===== src/rtl/stack_call_sequencer_if.sv =====
`default_nettype none
// ============================================================================
// Module      : stack_call_sequencer_if
// Description : Bundles the ICU request side, the subroutine-stack side and
//               the PC-load side of the call/return sequencer.
//               master : ICU decode + stack instance (drives requests and
//                        stack status, observes strobes)
//               slave  : the sequencer itself
// Ports       : call_req/ret_req/call_target/pc_in/err_clear  (ICU -> seq)
//               stack_full/stack_empty/stack_top             (stack -> seq)
//               stack_instruction/stack_execute/stack_wdata  (seq -> stack)
//               pc_load/pc_load_value                        (seq -> PC)
//               busy/depth/overflow_err/underflow_err        (seq -> ICU)
// Revision    : 1.0  initial release
// ============================================================================
interface stack_call_sequencer_if #(
  parameter int WORD     = 4,
  parameter int SIZE_LOG = 4
);
  logic                call_req;
  logic                ret_req;
  logic [WORD-1:0]     call_target;
  logic [WORD-1:0]     pc_in;
  logic                err_clear;
  logic                stack_full;
  logic                stack_empty;
  logic [WORD-1:0]     stack_top;
  logic [1:0]          stack_instruction;
  logic                stack_execute;
  logic [WORD-1:0]     stack_wdata;
  logic                pc_load;
  logic [WORD-1:0]     pc_load_value;
  logic                busy;
  logic [SIZE_LOG:0]   depth;
  logic                overflow_err;
  logic                underflow_err;

  modport master (
    output call_req, ret_req, call_target, pc_in, err_clear,
           stack_full, stack_empty, stack_top,
    input  stack_instruction, stack_execute, stack_wdata,
           pc_load, pc_load_value, busy, depth, overflow_err, underflow_err
  );

  modport slave (
    input  call_req, ret_req, call_target, pc_in, err_clear,
           stack_full, stack_empty, stack_top,
    output stack_instruction, stack_execute, stack_wdata,
           pc_load, pc_load_value, busy, depth, overflow_err, underflow_err
  );
endinterface
`default_nettype wire


===== src/rtl/stack_call_sequencer.sv =====
`default_nettype none
// ============================================================================
// Module      : stack_call_sequencer
// Description : Sequences a subroutine stack for call/return. A call pushes
//               PC+1 then loads the call target into the PC; a return pops
//               the stack then loads the popped address into the PC. Tracks
//               call depth and raises sticky overflow/underflow flags.
// Ports       : clk   - system clock, rising edge
//               reset - asynchronous, active-high
//               bus   - stack_call_sequencer_if.slave (requests, stack
//                       handshake, PC load, status)
// Revision    : 1.0  initial release
// ============================================================================
module stack_call_sequencer #(
  parameter int WORD     = 4,
  parameter int SIZE_LOG = 4
) (
  input  wire logic                 clk,
  input  wire logic                 reset,
  stack_call_sequencer_if.slave     bus
);

  localparam int unsigned       C_SIZE      = 1 << SIZE_LOG;
  localparam logic [SIZE_LOG:0] C_DEPTH_MAX = (SIZE_LOG+1)'(C_SIZE);
  localparam logic [1:0]        C_OP_IDLE   = 2'b00;
  localparam logic [1:0]        C_OP_PUSH   = 2'b01;
  localparam logic [1:0]        C_OP_POP    = 2'b10;

  typedef enum logic [1:0] {
    ST_IDLE = 2'd0,
    ST_PUSH = 2'd1,
    ST_POP  = 2'd2,
    ST_LOAD = 2'd3
  } state_t;

  state_t              state_q, state_d;
  logic [WORD-1:0]     target_q, target_d;
  logic [WORD-1:0]     ret_q, ret_d;
  logic [WORD-1:0]     pcv_q, pcv_d;
  logic [SIZE_LOG:0]   depth_q, depth_d;
  logic                ovf_q, ovf_d;
  logic                unf_q, unf_d;
  logic                w_ovf_set;
  logic                w_unf_set;

  // --------------------------------------------------------------------------
  // State register
  // --------------------------------------------------------------------------
  always_ff @(posedge clk or posedge reset) begin
    if (reset) begin
      state_q  <= ST_IDLE;
      target_q <= '0;
      ret_q    <= '0;
      pcv_q    <= '0;
      depth_q  <= '0;
      ovf_q    <= 1'b0;
      unf_q    <= 1'b0;
    end else begin
      state_q  <= state_d;
      target_q <= target_d;
      ret_q    <= ret_d;
      pcv_q    <= pcv_d;
      depth_q  <= depth_d;
      ovf_q    <= ovf_d;
      unf_q    <= unf_d;
    end
  end

  // --------------------------------------------------------------------------
  // Next-state logic
  // --------------------------------------------------------------------------
  always_comb begin
    state_d   = state_q;
    target_d  = target_q;
    ret_d     = ret_q;
    pcv_d     = pcv_q;
    depth_d   = depth_q;
    w_ovf_set = 1'b0;
    w_unf_set = 1'b0;

    case (state_q)
      ST_IDLE: begin
        // Requests are only looked at here; while busy they are dropped.
        if (bus.call_req && bus.ret_req) begin
          w_ovf_set = 1'b1;
          w_unf_set = 1'b1;
        end else if (bus.call_req) begin
          if (bus.stack_full) begin
            w_ovf_set = 1'b1;
          end else begin
            target_d = bus.call_target;
            ret_d    = bus.pc_in + WORD'(1);
            state_d  = ST_PUSH;
          end
        end else if (bus.ret_req) begin
          if (bus.stack_empty) begin
            w_unf_set = 1'b1;
          end else begin
            state_d = ST_POP;
          end
        end
      end

      ST_PUSH: begin
        if (depth_q != C_DEPTH_MAX) begin
          depth_d = depth_q + 1'b1;
        end
        // Load value is staged into its own register so it holds after LOAD.
        pcv_d   = target_q;
        state_d = ST_LOAD;
      end

      ST_POP: begin
        if (depth_q != '0) begin
          depth_d = depth_q - 1'b1;
        end
        // Top-of-stack is still the pre-pop value on this edge.
        target_d = bus.stack_top;
        pcv_d    = bus.stack_top;
        state_d  = ST_LOAD;
      end

      ST_LOAD: begin
        state_d = ST_IDLE;
      end

      default: begin
        state_d = ST_IDLE;
      end
    endcase

    // Sticky flags: a new error in the same cycle as err_clear wins.
    ovf_d = w_ovf_set | (ovf_q & ~bus.err_clear);
    unf_d = w_unf_set | (unf_q & ~bus.err_clear);
  end

  // --------------------------------------------------------------------------
  // Outputs, decoded from registered state
  // --------------------------------------------------------------------------
  always_comb begin
    bus.stack_instruction = C_OP_IDLE;
    if (state_q == ST_PUSH) begin
      bus.stack_instruction = C_OP_PUSH;
    end else if (state_q == ST_POP) begin
      bus.stack_instruction = C_OP_POP;
    end
  end

  assign bus.stack_execute = (state_q == ST_PUSH) || (state_q == ST_POP);
  assign bus.stack_wdata   = ret_q;
  assign bus.pc_load       = (state_q == ST_LOAD);
  assign bus.pc_load_value = pcv_q;
  assign bus.busy          = (state_q != ST_IDLE);
  assign bus.depth         = depth_q;
  assign bus.overflow_err  = ovf_q;
  assign bus.underflow_err = unf_q;

endmodule
`default_nettype wire


===== src/flat_wrapper.sv =====
// flat-port wrapper written by rule: the top's interface ports become plain ports
module stack_call_sequencer_flat 
#(
  parameter int WORD     = 4,
  parameter int SIZE_LOG = 4
)
  (clk, reset, bus_call_req, bus_ret_req, bus_call_target, bus_pc_in, bus_err_clear, bus_stack_full, bus_stack_empty, bus_stack_top, bus_stack_instruction, bus_stack_execute, bus_stack_wdata, bus_pc_load, bus_pc_load_value, bus_busy, bus_depth, bus_overflow_err, bus_underflow_err);
  stack_call_sequencer_if #(.WORD(WORD), .SIZE_LOG(SIZE_LOG)) bus_i ();
  input  wire logic clk;
  input  wire logic reset;
  input wire logic [$bits(bus_i.call_req)-1:0] bus_call_req;
  input wire logic [$bits(bus_i.ret_req)-1:0] bus_ret_req;
  input wire logic [$bits(bus_i.call_target)-1:0] bus_call_target;
  input wire logic [$bits(bus_i.pc_in)-1:0] bus_pc_in;
  input wire logic [$bits(bus_i.err_clear)-1:0] bus_err_clear;
  input wire logic [$bits(bus_i.stack_full)-1:0] bus_stack_full;
  input wire logic [$bits(bus_i.stack_empty)-1:0] bus_stack_empty;
  input wire logic [$bits(bus_i.stack_top)-1:0] bus_stack_top;
  output wire logic [$bits(bus_i.stack_instruction)-1:0] bus_stack_instruction;
  output wire logic [$bits(bus_i.stack_execute)-1:0] bus_stack_execute;
  output wire logic [$bits(bus_i.stack_wdata)-1:0] bus_stack_wdata;
  output wire logic [$bits(bus_i.pc_load)-1:0] bus_pc_load;
  output wire logic [$bits(bus_i.pc_load_value)-1:0] bus_pc_load_value;
  output wire logic [$bits(bus_i.busy)-1:0] bus_busy;
  output wire logic [$bits(bus_i.depth)-1:0] bus_depth;
  output wire logic [$bits(bus_i.overflow_err)-1:0] bus_overflow_err;
  output wire logic [$bits(bus_i.underflow_err)-1:0] bus_underflow_err;
  assign bus_i.call_req = bus_call_req;
  assign bus_i.ret_req = bus_ret_req;
  assign bus_i.call_target = bus_call_target;
  assign bus_i.pc_in = bus_pc_in;
  assign bus_i.err_clear = bus_err_clear;
  assign bus_i.stack_full = bus_stack_full;
  assign bus_i.stack_empty = bus_stack_empty;
  assign bus_i.stack_top = bus_stack_top;
  assign bus_stack_instruction = bus_i.stack_instruction;
  assign bus_stack_execute = bus_i.stack_execute;
  assign bus_stack_wdata = bus_i.stack_wdata;
  assign bus_pc_load = bus_i.pc_load;
  assign bus_pc_load_value = bus_i.pc_load_value;
  assign bus_busy = bus_i.busy;
  assign bus_depth = bus_i.depth;
  assign bus_overflow_err = bus_i.overflow_err;
  assign bus_underflow_err = bus_i.underflow_err;
  stack_call_sequencer #(.WORD(WORD), .SIZE_LOG(SIZE_LOG)) u_core (.clk(clk), .reset(reset), .bus(bus_i));
endmodule

===== config.mk =====
export PLATFORM = sky130hd
export DESIGN_NAME = stack_call_sequencer_flat
export DESIGN_NICKNAME = d
export VERILOG_FILES = /design/src/rtl/stack_call_sequencer_if.sv /design/src/rtl/stack_call_sequencer.sv /design/src/flat_wrapper.sv
export SDC_FILE = /design/constraint.sdc
export NUM_CORES = 1
export LEC_CHECK = 0
export ABC_AREA = 1
export CORE_MARGIN = 4
export CORE_UTILIZATION = 25
export CTS_CLUSTER_DIAMETER = 60
export DETAILED_ROUTE_END_ITERATION = 16
export PLACE_DENSITY = 0.59
export SLEW_MARGIN = 25
export SYNTH_ARGS = -nofsm -noshare
export SYNTH_HDL_FRONTEND = slang
export SYNTH_SLANG_ARGS = --single-unit

===== constraint.sdc =====
create_clock -name clk -period 4.5 [get_ports clk]
set_input_delay 0.9 -clock clk [delete_from_list [all_inputs] [get_ports clk]]
set_output_delay 0.9 -clock clk [all_outputs]
set_load 0.005 [all_outputs]

**After elaboration in Yosys (flattened, before gate mapping)**

Cells that the tools add are included.

- Register bits after elaboration: 21
- Input port bits: 19
- Output and inout port bits: 20
- Logic and storage cells: 66

- Add/sub/neg operators: 3
- Equal/unequal tests: 12
- Mux-type cells: 25
- Bitwise gates (word level): 7
- Reductions and logical operators: 12

Operator list:

| operator | number |
|---|---|
| $pmux 4 s2 | 2 |
| $mux 2 | 7 |
| $mux 4 | 3 |
| $reduce_and 4->1 | 3 |
| $mux 5 | 2 |
| $pmux 5 s2 | 1 |
| $mux 1 | 9 |
| $ne 3x3->1 const B | 3 |
| $ne 2x2->1 const B | 3 |
| $pmux 2 s3 | 1 |
| $reduce_bool 2->1 | 3 |
| $add 5x1->5 const B | 1 |
| $ne 5x5->1 const B | 1 |
| $reduce_bool 5->1 | 1 |
| $sub 5x1->5 const B | 1 |
| $add 4x1->4 const B | 1 |
| $eq 2x2->1 const B | 2 |
| $ne 2x1->1 const B | 2 |
| $not 1->1 | 3 |
| $reduce_and 3->1 | 1 |
| $and 1x1->1 | 2 |
| $eq 2x1->1 const B | 1 |
| $logic_not 2->1 | 1 |
| $or 1x1->1 | 2 |
| 3 further kinds | 3 |

**Longest topological paths before layout**

- Depth after elaboration: 6
- Gate-level depth with buffers: 15
- Gate-level depth less buffers: 14

**Worst setup path before layout**

OpenSTA, ideal clock, no wires.

- Path kind: register to output
- Start point: register u_core.state_q[0]
- End point: output port bus_busy
- Arrival: 0.825 ns
- Required time: 3.600 ns
- Path slack: 2.775 ns
- Cell stages (with the launch flop): 4
- Buffers on the path: 0
- Cell sequence: dfrtp_1 -> inv_1 -> ha_1 -> inv_1

- Longest elaborated chain between the ends: 1

Ends and longest elaborated chain:

| element | line | source |
|---|---|---|
| start: declaration | stack_call_sequencer.sv:36 | `state_t state_q, state_d;` |
| start signal: assignment | stack_call_sequencer.sv:59 | `state_q <= state_d;` |
| $reduce_bool 2->1 | stack_call_sequencer.sv:153 | `assign bus.busy = (state_q != ST_IDLE);` |
| end: declaration | flat_wrapper.sv:24 | `output wire logic [$bits(bus_i.busy)-1:0] bus_busy;` |

Every way passes these cells.

**Final worst setup path**

- Start point: register u_core.state_q[1]
- End point: output port bus_stack_execute

- Longest elaborated chain between the ends: 2
- Elaborated cells between the ends (all ways): 3
- Classes of those cells: 2 x eq/ne; 1 x reduce/logical

Ends and longest elaborated chain:

| element | line | source |
|---|---|---|
| $eq 2x1->1 or $eq 2x2->1 (tied branches) | stack_call_sequencer.sv:149 | `assign bus.stack_execute = (state_q == ST_PUSH) \|\| (state_q == ST_POP);` |
| $logic_or 1x1->1 (*) | stack_call_sequencer.sv:149 |  |
| end: declaration | flat_wrapper.sv:20 | `output wire logic [$bits(bus_i.stack_execute)-1:0] bus_stack_execute;` |

Every way passes the cells marked *; elsewhere a longest branch is shown, timed or not.

==> results.toml <==
[hold_path]
hp-start = "u_core.bus.stack_wdata[2]"
holdPathStages = 2
min_to = "u_core.bus.stack_wdata[2]"
hold_class = "reg -> reg"

[pwr]
leakage_nw = 0.808
finalPower_mw = 1.23
seq_power_share_pct = 29.3
peakVddDrop_uv = 281
sw_frac_of_total_pct = 42.2
netSwitchingPower_uw = 519
powerDensity_nw_per_um2 = 726
pwr-share-clk_pct = 10.0
internal_power_uw = 711
combPwrFrac_pct = 60.7

[sta]
fin_crit_sh_pct = 62.0
worst_pin_slew_ns = 0.779
worst_slack_ns = 1.71
rsz0062_at_grt = "no"
finalHoldViolations = 0
relSlewSlack_pct = 48.0
drv_slew = 0
fin_setup_tns_ns = 0
setup_viol_count_final = 0
period_minus_slack_ns = 2.79
skew_ns = 0.00344
max_freq_mhz = 358

[routing]
vias = 1079
drc = 0
drtAntennaViolNets = 0
wire_per_inst_um = 10.5
vias_per_cell = 4.13
drtIter0Drc = 78
drtPass1Iterations = 4
routed_wirelength_um = 2740

[status]
status = "finished clean"

[setup_path]
ff2ff_path_depth = 14
cp-start-kind = "register"
critPathArrivalTime_ns = 1.89
path_cells = "inv_1 > ha_1 > clkdlybuf4s50_1"
worstReg2RegStart = "u_core.state_q[0]"
critPathKind = "reg -> out"
cp-end-kind = "output pin"
cp_top_family = "buffers and inverters"
cp_data_required_time_ns = 3.60
r2r_setup_slack_ns = 2.54
worstReg2RegEnd = "u_core.bus.depth[4]"
cp_slowest_cell = "clkdlybuf4s50_1"
cp_max_fo = 11
critPathMaxStageDelay_ns = 0.60
critPathBufInv = 2

[synthesis]
synthTopCellsByCount = "52 x nand2_1, 21 x dfrtp_1, 20 x inv_1, 12 x o21ai_0, 9 x nor2_1"
synth.most_common_cell = "nand2_1"
synth_nets = 181
syn_area_per_cell_um2 = 7.81
synth_cells = 155
synthArstFlopShare_pct = 100
yosysTopAreaCellShare_pct = 43.4
synth_ff_type = "dfrtp_1"
synth_edf_count = 0
ys_top_cells_by_area = "dfrtp_1 43%, nand2_1 16%, ha_1 7.2%, inv_1 6.2%, o21ai_0 5.0%"
yosysWarnings = 0
ys_ff_latch = 21
synth-seq-area-share_pct = 43.4
synth_cell_types = 22
yosysTopAreaCell = "dfrtp_1"
synth_area_um2 = 1210

[placed_design]
post-place-cells = 257
hpwlAfterDp_um = 2170
place.gp.congestion = 0.754
dpl_worst_slack_ns = 1.99
dpl_cell_area_um2 = 1650
port_buffers = 38

[run]
drv_cap = 0

[clocking]
cts_inserted_buffers = 3
cts_resized = 0
clkLatencyLatePin_ns = 0.26
htree_levels = 1
clockRootBuffer = "clkbuf_8"
clkSinkCount = 21
cts_max_path_buffers = 2
tritoncts = "yes"
postCtsSetupBuffers = 0
holdBufCountCts = 0
clk_pin_slew_ns = 0.07

[die]
rows = 25
start_util_pct = 25.6
coreArea_um2 = 4720
io_pins = 39
die_h_um = 77.6
fp.dieW_um = 77.6
design.die.area_um2 = 6020

[grt]
grt_max_degree = 22
grt_pass1_wl_um = 4510
grt.overflow.total = 0
gr-usage-all-layers_pct = 9.25
grt_pass1_vias = 1007
antenna_found_initial = 0

[finish]
synthToLayoutAreaGrowth_pct = 39.9
num_antenna_cells = 0
final_cells = 261
drive_gt1_share_pct = 5.67
final_nets = 221
final_area_um2 = 1690
[area by class of cell]
type                       count  area [µm²]
fill                         491        3030
multi-input combinational    108         569
sequential                    21         526
timing repair buffer          38         380
inverter                      23        88.8
tap                           67        83.8
clock buffer                   3        41.3
clock inverter                 1        5.00
[flip-flops by register name, summed over array words and instances (netlist names)]
name,count
u_core.bus.stack_wdata,4
u_core.bus.underflow_err,1
u_core.target_q,4
u_core.state_q,2
u_core.bus.pc_load_value,4
u_core.bus.overflow_err,1
u_core.bus.depth,5
[cells in the final DEF, fill, tap and decap left out]
master,n
nor3_1,2
inv_4,1
nand3b_1,1
inv_1,20
o21ai_1,4
dfrtp_1,21
o22ai_1,1
nand2_1,52
a21oi_1,2
clkinv_2,1
a31oi_1,4
nand3_1,6
ha_1,7
inv_2,2
nor2_1,9
xnor2_1,3
nor3_2,1
xor2_1,1
clkbuf_8,3
nand2_2,1
o21ai_0,12
o21ai_4,2
clkdlybuf4s50_1,38
[worst max-delay path by stage]
stage	startpoint	to	depth (start not counted)
3_5_place_dp	u_core.state_q[1]	bus_stack_execute	3
2_1_floorplan	u_core.state_q[0]	bus_busy	3
4_1_cts	u_core.state_q[1]	bus_stack_execute	3
6_report	u_core.state_q[1]	bus_stack_execute	3
3_3_place_gp	u_core.state_q[1]	bus_stack_execute	3
5_1_grt	u_core.state_q[1]	bus_stack_execute	3
[stage by stage]
stage / util [%] / hold slack, ns
floorplan: - / 0.465
detailed placement: 34.9 / 0.470
global placement: 34.9 / 0.472
global route: 35.9 / 0.524
CTS: 35.9 / 0.499
finish: 35.9 / 0.494
[routing by layer]
metal	GRT usage (%)	share of wire, %	vias to the layer above
li1	-	-	565
met1	12.0	48	479
met3	2.78	6.5	5
met5	0	0	-
met2	14.6	44	30
met4	3.20	1.5	0
[power by group through the flow]
stage	Sequential (mW)	Clock (mW)	Combinational, mW
final	0.360	0.123	0.747
after global routing	0.373	0.134	0.849
after CTS	0.361	0.128	0.757
after detailed placement	0.362	0	0.755
after global placement	0.363	0	0.747
after floorplan	0.354	0	0.479
[tightest hold or removal path, stage by stage, from the launching register on]
cell and delay (ns):
dfrtp_1 0.35, nand2_1 0.05, o21ai_0 0.06
[cells by family (layout without fill, tap and decap cells)]
logic type,count (synthesis),in the layout,share of synthesized area [%]
buffers and inverters,26,65,9.61
AO/OA/AOI/OAI,25,25,12.7
AND/OR/NAND/NOR,72,72,24.2
flip-flops,21,21,43.4
adder cells (fa/ha/maj),7,7,7.23
XOR/XNOR,4,4,2.89
No activity file was read; power rests on OpenSTA's default activity.
